$ cat src/rtl/int2flt_if.sv
// Converter bus: start/busy/done handshake plus the byte-wide data_mem port.
// The master side is the converter; the slave side is the memory / controller.
interface int2flt_if;
    logic       start_i;
    logic [7:0] mem_addr_o;
    logic       mem_we_o;
    logic [7:0] mem_wdata_o;
    logic [7:0] mem_rdata_i;
    logic       busy_o;
    logic       done_o;

    modport master (
        input  start_i, mem_rdata_i,
        output mem_addr_o, mem_we_o, mem_wdata_o, busy_o, done_o
    );

    modport slave (
        output start_i, mem_rdata_i,
        input  mem_addr_o, mem_we_o, mem_wdata_o, busy_o, done_o
    );
endinterface

$ cat src/rtl/int2flt.sv
// 16-bit integer to IEEE-754 half converter: byte loads, one-bit-per-cycle normalize, RNE round, byte stores.
// Define TWOS_COMP_IN_EN for two's-complement operands; the default build takes sign-magnitude.
module int2flt #(
    parameter logic [7:0] SRC_ADDR = 8'd64,
    parameter logic [7:0] DST_ADDR = 8'd66
) (
    input logic      clk_i,
    input logic      reset_i,
    int2flt_if.master bus
);
    typedef enum logic [2:0] {
        IDLE, LD_HI, LD_LO, NORM, ROUND, ST_HI, ST_LO, DONE
    } state_t;

    state_t      state_q, state_d;
    logic [7:0]  op_hi_q, op_hi_d;
    logic        sign_q, sign_d;
    logic [15:0] mag_q, mag_d;
    logic [4:0]  exp_q, exp_d;
    logic [15:0] result_q, result_d;

    logic [15:0] op;
    logic [15:0] ld_mag;

    // mag[15] is set on entry; a mantissa carry-out bumps the exponent.
    function automatic logic [15:0] round_rne(input logic s, input logic [4:0] e,
                                              input logic [15:0] m);
        logic [9:0]  mant;
        logic        guard;
        logic        sticky;
        logic [10:0] sum;
        logic [4:0]  e_out;
        mant   = m[14:5];
        guard  = m[4];
        sticky = |m[3:0];
        sum    = {1'b0, mant} + {10'd0, guard & (sticky | mant[0])};
        e_out  = e + {4'd0, sum[10]};
        return {s, e_out, sum[9:0]};
    endfunction

    assign op = {op_hi_q, bus.mem_rdata_i};

    always_comb begin
`ifdef TWOS_COMP_IN_EN
        ld_mag = op[15] ? (~op + 16'd1) : op;
`else
        ld_mag = {1'b0, op[14:0]};
`endif
    end

    always_ff @(posedge clk_i or posedge reset_i) begin
        if (reset_i) begin
            state_q  <= IDLE;
            op_hi_q  <= 8'd0;
            sign_q   <= 1'b0;
            mag_q    <= 16'd0;
            exp_q    <= 5'd0;
            result_q <= 16'd0;
        end else begin
            state_q  <= state_d;
            op_hi_q  <= op_hi_d;
            sign_q   <= sign_d;
            mag_q    <= mag_d;
            exp_q    <= exp_d;
            result_q <= result_d;
        end
    end

    always_comb begin
        state_d  = state_q;
        op_hi_d  = op_hi_q;
        sign_d   = sign_q;
        mag_d    = mag_q;
        exp_d    = exp_q;
        result_d = result_q;
        case (state_q)
            IDLE, DONE: if (bus.start_i) state_d = LD_HI;
            LD_HI: begin
                op_hi_d = bus.mem_rdata_i;
                state_d = LD_LO;
            end
            LD_LO: begin
                sign_d = op[15];
                mag_d  = ld_mag;
                exp_d  = 5'd30;
                // A zero magnitude would never normalize, so it bypasses NORM/ROUND.
                if (ld_mag == 16'd0) begin
                    result_d = {op[15], 15'd0};
                    state_d  = ST_HI;
                end else begin
                    state_d  = NORM;
                end
            end
            NORM: begin
                if (mag_q[15]) begin
                    state_d = ROUND;
                end else begin
                    mag_d = {mag_q[14:0], 1'b0};
                    exp_d = exp_q - 5'd1;
                end
            end
            ROUND: begin
                result_d = round_rne(sign_q, exp_q, mag_q);
                state_d  = ST_HI;
            end
            ST_HI:   state_d = ST_LO;
            ST_LO:   state_d = DONE;
            default: state_d = IDLE;
        endcase
    end

    always_comb begin
        bus.mem_addr_o  = 8'd0;
        bus.mem_we_o    = 1'b0;
        bus.mem_wdata_o = 8'd0;
        bus.busy_o      = 1'b0;
        bus.done_o      = 1'b0;
        case (state_q)
            LD_HI: begin
                bus.mem_addr_o = SRC_ADDR;
                bus.busy_o     = 1'b1;
            end
            LD_LO: begin
                bus.mem_addr_o = SRC_ADDR + 8'd1;
                bus.busy_o     = 1'b1;
            end
            NORM, ROUND: bus.busy_o = 1'b1;
            ST_HI: begin
                bus.mem_addr_o  = DST_ADDR;
                bus.mem_we_o    = 1'b1;
                bus.mem_wdata_o = result_q[15:8];
                bus.busy_o      = 1'b1;
            end
            ST_LO: begin
                bus.mem_addr_o  = DST_ADDR + 8'd1;
                bus.mem_we_o    = 1'b1;
                bus.mem_wdata_o = result_q[7:0];
                bus.busy_o      = 1'b1;
            end
            DONE:    bus.done_o = 1'b1;
            default: ;
        endcase
    end
endmodule

$ cat src/flat_wrapper.sv
// flat-port wrapper written by rule: the top's interface ports become plain ports
module int2flt_flat 
#(
    parameter logic [7:0] SRC_ADDR = 8'd64,
    parameter logic [7:0] DST_ADDR = 8'd66
)
  (clk_i, reset_i, bus_start_i, bus_mem_rdata_i, bus_mem_addr_o, bus_mem_we_o, bus_mem_wdata_o, bus_busy_o, bus_done_o);
  int2flt_if bus_i ();
  input logic clk_i;
  input logic reset_i;
  input wire logic [$bits(bus_i.start_i)-1:0] bus_start_i;
  input wire logic [$bits(bus_i.mem_rdata_i)-1:0] bus_mem_rdata_i;
  output wire logic [$bits(bus_i.mem_addr_o)-1:0] bus_mem_addr_o;
  output wire logic [$bits(bus_i.mem_we_o)-1:0] bus_mem_we_o;
  output wire logic [$bits(bus_i.mem_wdata_o)-1:0] bus_mem_wdata_o;
  output wire logic [$bits(bus_i.busy_o)-1:0] bus_busy_o;
  output wire logic [$bits(bus_i.done_o)-1:0] bus_done_o;
  assign bus_i.start_i = bus_start_i;
  assign bus_i.mem_rdata_i = bus_mem_rdata_i;
  assign bus_mem_addr_o = bus_i.mem_addr_o;
  assign bus_mem_we_o = bus_i.mem_we_o;
  assign bus_mem_wdata_o = bus_i.mem_wdata_o;
  assign bus_busy_o = bus_i.busy_o;
  assign bus_done_o = bus_i.done_o;
  int2flt #(.SRC_ADDR(SRC_ADDR), .DST_ADDR(DST_ADDR)) u_core (.clk_i(clk_i), .reset_i(reset_i), .bus(bus_i));
endmodule
$ cat config.mk
export PLATFORM = sky130hd
export DESIGN_NAME = int2flt_flat
export DESIGN_NICKNAME = d
export VERILOG_FILES = /design/src/rtl/int2flt_if.sv /design/src/rtl/int2flt.sv /design/src/flat_wrapper.sv
export SDC_FILE = /design/constraint.sdc
export NUM_CORES = 1
export LEC_CHECK = 0
export CORE_MARGIN = 5
export CORE_UTILIZATION = 56
export DETAILED_ROUTE_END_ITERATION = 12
export PLACE_DENSITY = 0.9
export SYNTH_ARGS = -nofsm -noshare
export SYNTH_HDL_FRONTEND = slang
export SYNTH_SLANG_ARGS = --single-unit
$ cat constraint.sdc
create_clock -name clk_i -period 2.2 [get_ports clk_i]
set_clock_uncertainty 0.1 [all_clocks]
set_input_delay 0.33 -clock clk_i [delete_from_list [all_inputs] [get_ports clk_i]]
set_output_delay 0.33 -clock clk_i [all_outputs]
set_load 0.005 [all_outputs]
==> impl_metrics.toml <==
[die]
die_h_um = 77.7
ios = 30
rows = 24
core_mm2 = 0.00441
die_area_mm2 = 0.00604
die_x_um = 77.7
initial_utilization = 0.582

[clock_tree]
cts_buffer_depth = 2
tritoncts = "done"
ctsHtreeMaxLevel = 2
cts.clk_slew.worst_paths_ns = 0.09
hold_buffers = 0
cts-root-buf = "clkbuf_8"
clk_latency_ns = 0.31
clkSinkCount = 49
cts_inserted_buffers = 5

[run_status]
violations = "setup timing"
status = "complete, but fails checks"

[timing]
grt_setup_unrepaired = "true"
hold_violations = 0
worstMarginPinSlew_ns = 0.502
slew_headroom = 0.665
timing.final.crit_share = 1.01
fmax_mhz = 448
setup_viol = 1
drv_slew = 0
min_period_ns = 2.23
setup_ws_ns = -0.0299

[critical_path]
rrSetupSlack_ns = 0.15
critPathMaxFanout = 5
timing.rr.end = "u_core.result_q[14]"
critPathMaxStageDelay_ns = 0.44
path_delay_family = "buffers and inverters"
worst_path_max_delay_cell = "clkdlybuf4s50_1"
cp-end-kind = "primary output"
critical_path_required_ns = 1.77
arrival_ns = 1.80
cp.buffers_inverters = 2
r2r_start = "u_core.mag_q[4]"
critical_path_class = "flip-flop to primary output"
r2r_cells = 9
worstPathCellList = "nor2b_4 -> buf_4 -> a22oi_1 -> nor2b_1 -> clkdlybuf4s50_1"
startpoint_type = "flip-flop"

[place]
place_hpwl_um = 4090
io_buffers = 24
gp_congestion = 0.843
placedCellCount = 323

[global_route]
antenna_found_initial = 0
grt_pass1_vias = 2016
grt_max_degree = 29
grt_pass1_wl_um = 10000
grt_usage = 0.204
grt_overflow = 0

[power_and_ir_drop]
ir_worst_vdd_v = 0.000951
p_total_mw = 4.38
p_leak_nw = 1.38
powerDensity_mw_per_mm2 = 1430

[route]
dr.pass1.iters = 4
post_drt_wl_per_cell_um = 17.4
drt-met1-wl_um = 2490
via_per_inst = 6.10
routed_wl_um = 5820
drtIter0Drc = 162
highest_layer = "met4"
ant_nets = 0
drc = 0
wl_met3_um = 305
vias = 2043
dr_wl_met2_um = 2930

[flow_run]
drv_cap = 0

[cells_and_area]
num-nets-final = 297
diodes = 0
post-route-util = 0.694
syn2layout_area_growth_pct = 19.2
layout-drive-gt1-share = 0.170
stdcell_count = 335

[logic_synthesis]
yosys_warnings = 0
synth_area_per_cell_um2 = 10.2
synth_cells = 252
synthDistinctLibCells = 40
syn-cell-area_mm2 = 0.00257
ys_seq_area_frac = 0.477
synth_seq_cells = 49

[hold_path]
hold_class = "input pin to asynchronous set/reset pin"
==> cell usage after synthesis <==
master	n	area share
ha_1	4	0.019
and2_1	2	0.0049
and4_1	1	0.0034
nor4_2	2	0.0097
nor2_1	13	0.019
xnor2_1	7	0.024
buf_4	8	0.023
or2_2	1	0.0024
dfrtp_1	49	0.48
a221oi_1	1	0.0034
a22o_1	15	0.051
and4_4	1	0.0044
nor3b_4	1	0.0073
and2_0	1	0.0024
nand4_1	4	0.0097
nand2_1	32	0.047
mux2i_1	1	0.0039
xor2_1	5	0.017
nand2b_1	1	0.0024
nand4b_1	1	0.0034
buf_2	8	0.016
nor2b_1	12	0.029
clkbuf_1	6	0.0088
o21ai_0	4	0.0078
a21oi_1	8	0.016
and3_1	3	0.0073
nor4_4	1	0.0083
and4bb_2	1	0.0049
a22oi_1	19	0.056
nor3_1	9	0.018
conb_1	1	0.0015
a221o_1	3	0.012
a31oi_1	1	0.0024
buf_6	1	0.0044
nand3_1	6	0.012
a21oi_4	1	0.0063
nor4_1	2	0.0049
inv_1	6	0.0088
o2bb2ai_1	1	0.0034
mux2_2	9	0.039
==> per-layer routing <==
metal / global-route usage / vias up
li1: - / 949
met1: 0.280 / 1025
met2: 0.330 / 57
met3: 0.0347 / 12
met4: 0.0619 / 0
met5: 0 / -
==> kinds of logic after synthesis <==
logic type,synth area share
AO/OA/AOI/OAI,0.157
flip-flops,0.477
XOR/XNOR,0.0409
other,0.00146
buffers and inverters,0.0609
AND/OR/NAND/NOR,0.200
multiplexers,0.0433
adder cells (fa/ha/maj),0.0195
==> worst register-to-register path: cells and delay by family, from the launching register on <==
family	cells	cell delay (ns)
xor gates and xnor gates	1	0.14
AOI/OAI and AO/OA	1	0.17
DFF	1	0.39
adders and majority gates	3	0.58
and+or+nand+nor	4	0.57
==> worst max path at each step <==
stage / from / end / slack, ns / cells past startpoint
2_1_floorplan: u_core.mag_q[5] / u_core.result_q[14] / 0.18 / 9
3_3_place_gp: u_core.mag_q[4] / u_core.result_q[14] / 0.13 / 9
3_5_place_dp: u_core.mag_q[4] / u_core.result_q[14] / 0.009 / 9
4_1_cts: u_core.mag_q[4] / u_core.result_q[14] / 0.006 / 9
5_1_grt: u_core.state_q[0] / bus_mem_wdata_o[4] / -0.09 / 5
6_report: u_core.state_q[0] / bus_mem_wdata_o[7] / -0.03 / 5
==> per-stage QoR <==
step,cell area [um2],hold WS [ns],setup slack (ns),TNS [ns]
after global routing,3060,0.313,-0.0949,-0.416
after global placement,2870,0.362,0.131,0
after detailed placement,2870,0.381,0.00878,0
final,3060,0.259,-0.0299,-0.0299
after floorplan,2580,0.346,0.181,0
after CTS,3010,0.280,0.00637,0
==> sequential cells by signal, summed over array words and instances, names as in the netlist <==
signal / count
u_core.state_q: 3
u_core.op_hi_q: 8
u_core.exp_q: 5
u_core.result_q: 16
u_core.mag_q: 16
u_core.sign_q: 1
==> what timing repair did <==
item                                    4_1_cts  5_1_grt
endpoints found under the hold margin         0        0
setup buffers                                 1        2
endpoints found under the setup margin        4       11
pin swaps                                     0        2
gates cloned                                  0        1
gates resized for setup                       3       10
==> report_power, final <==
part | switching (mW) | internal, mW | total, mW
clock | 0.312 | 0.452 | 0.764
combinational | 0.869 | 0.976 | 1.85
sequential | 0.452 | 1.32 | 1.77
==> cell usage in the layout, fill, tap and decap left out, types with 6 or more instances in the layout <==
master / instances
a21oi_1: 8
a22o_1: 15
a22oi_1: 19
buf_4: 16
clkdlybuf4s50_1: 19
dfrtp_1: 48
mux2_2: 9
nand2_1: 32
nand3_1: 6
nor2_1: 13
nor2b_1: 10
nor3_1: 9
xnor2_1: 7
==> cell type report <==
| cell class | instances | area, um2 |
|---|---|---|
| fill | 329 | 1350 |
| sequential | 49 | 1230 |
| multi-input combinational | 178 | 1220 |
| timing repair buffer | 42 | 397 |
| clock buffer | 5 | 68.8 |
| clock inverter | 3 | 65.1 |
| tap | 52 | 65.1 |
| inverter | 6 | 22.5 |
No activity file was read; power rests on OpenSTA's default activity.
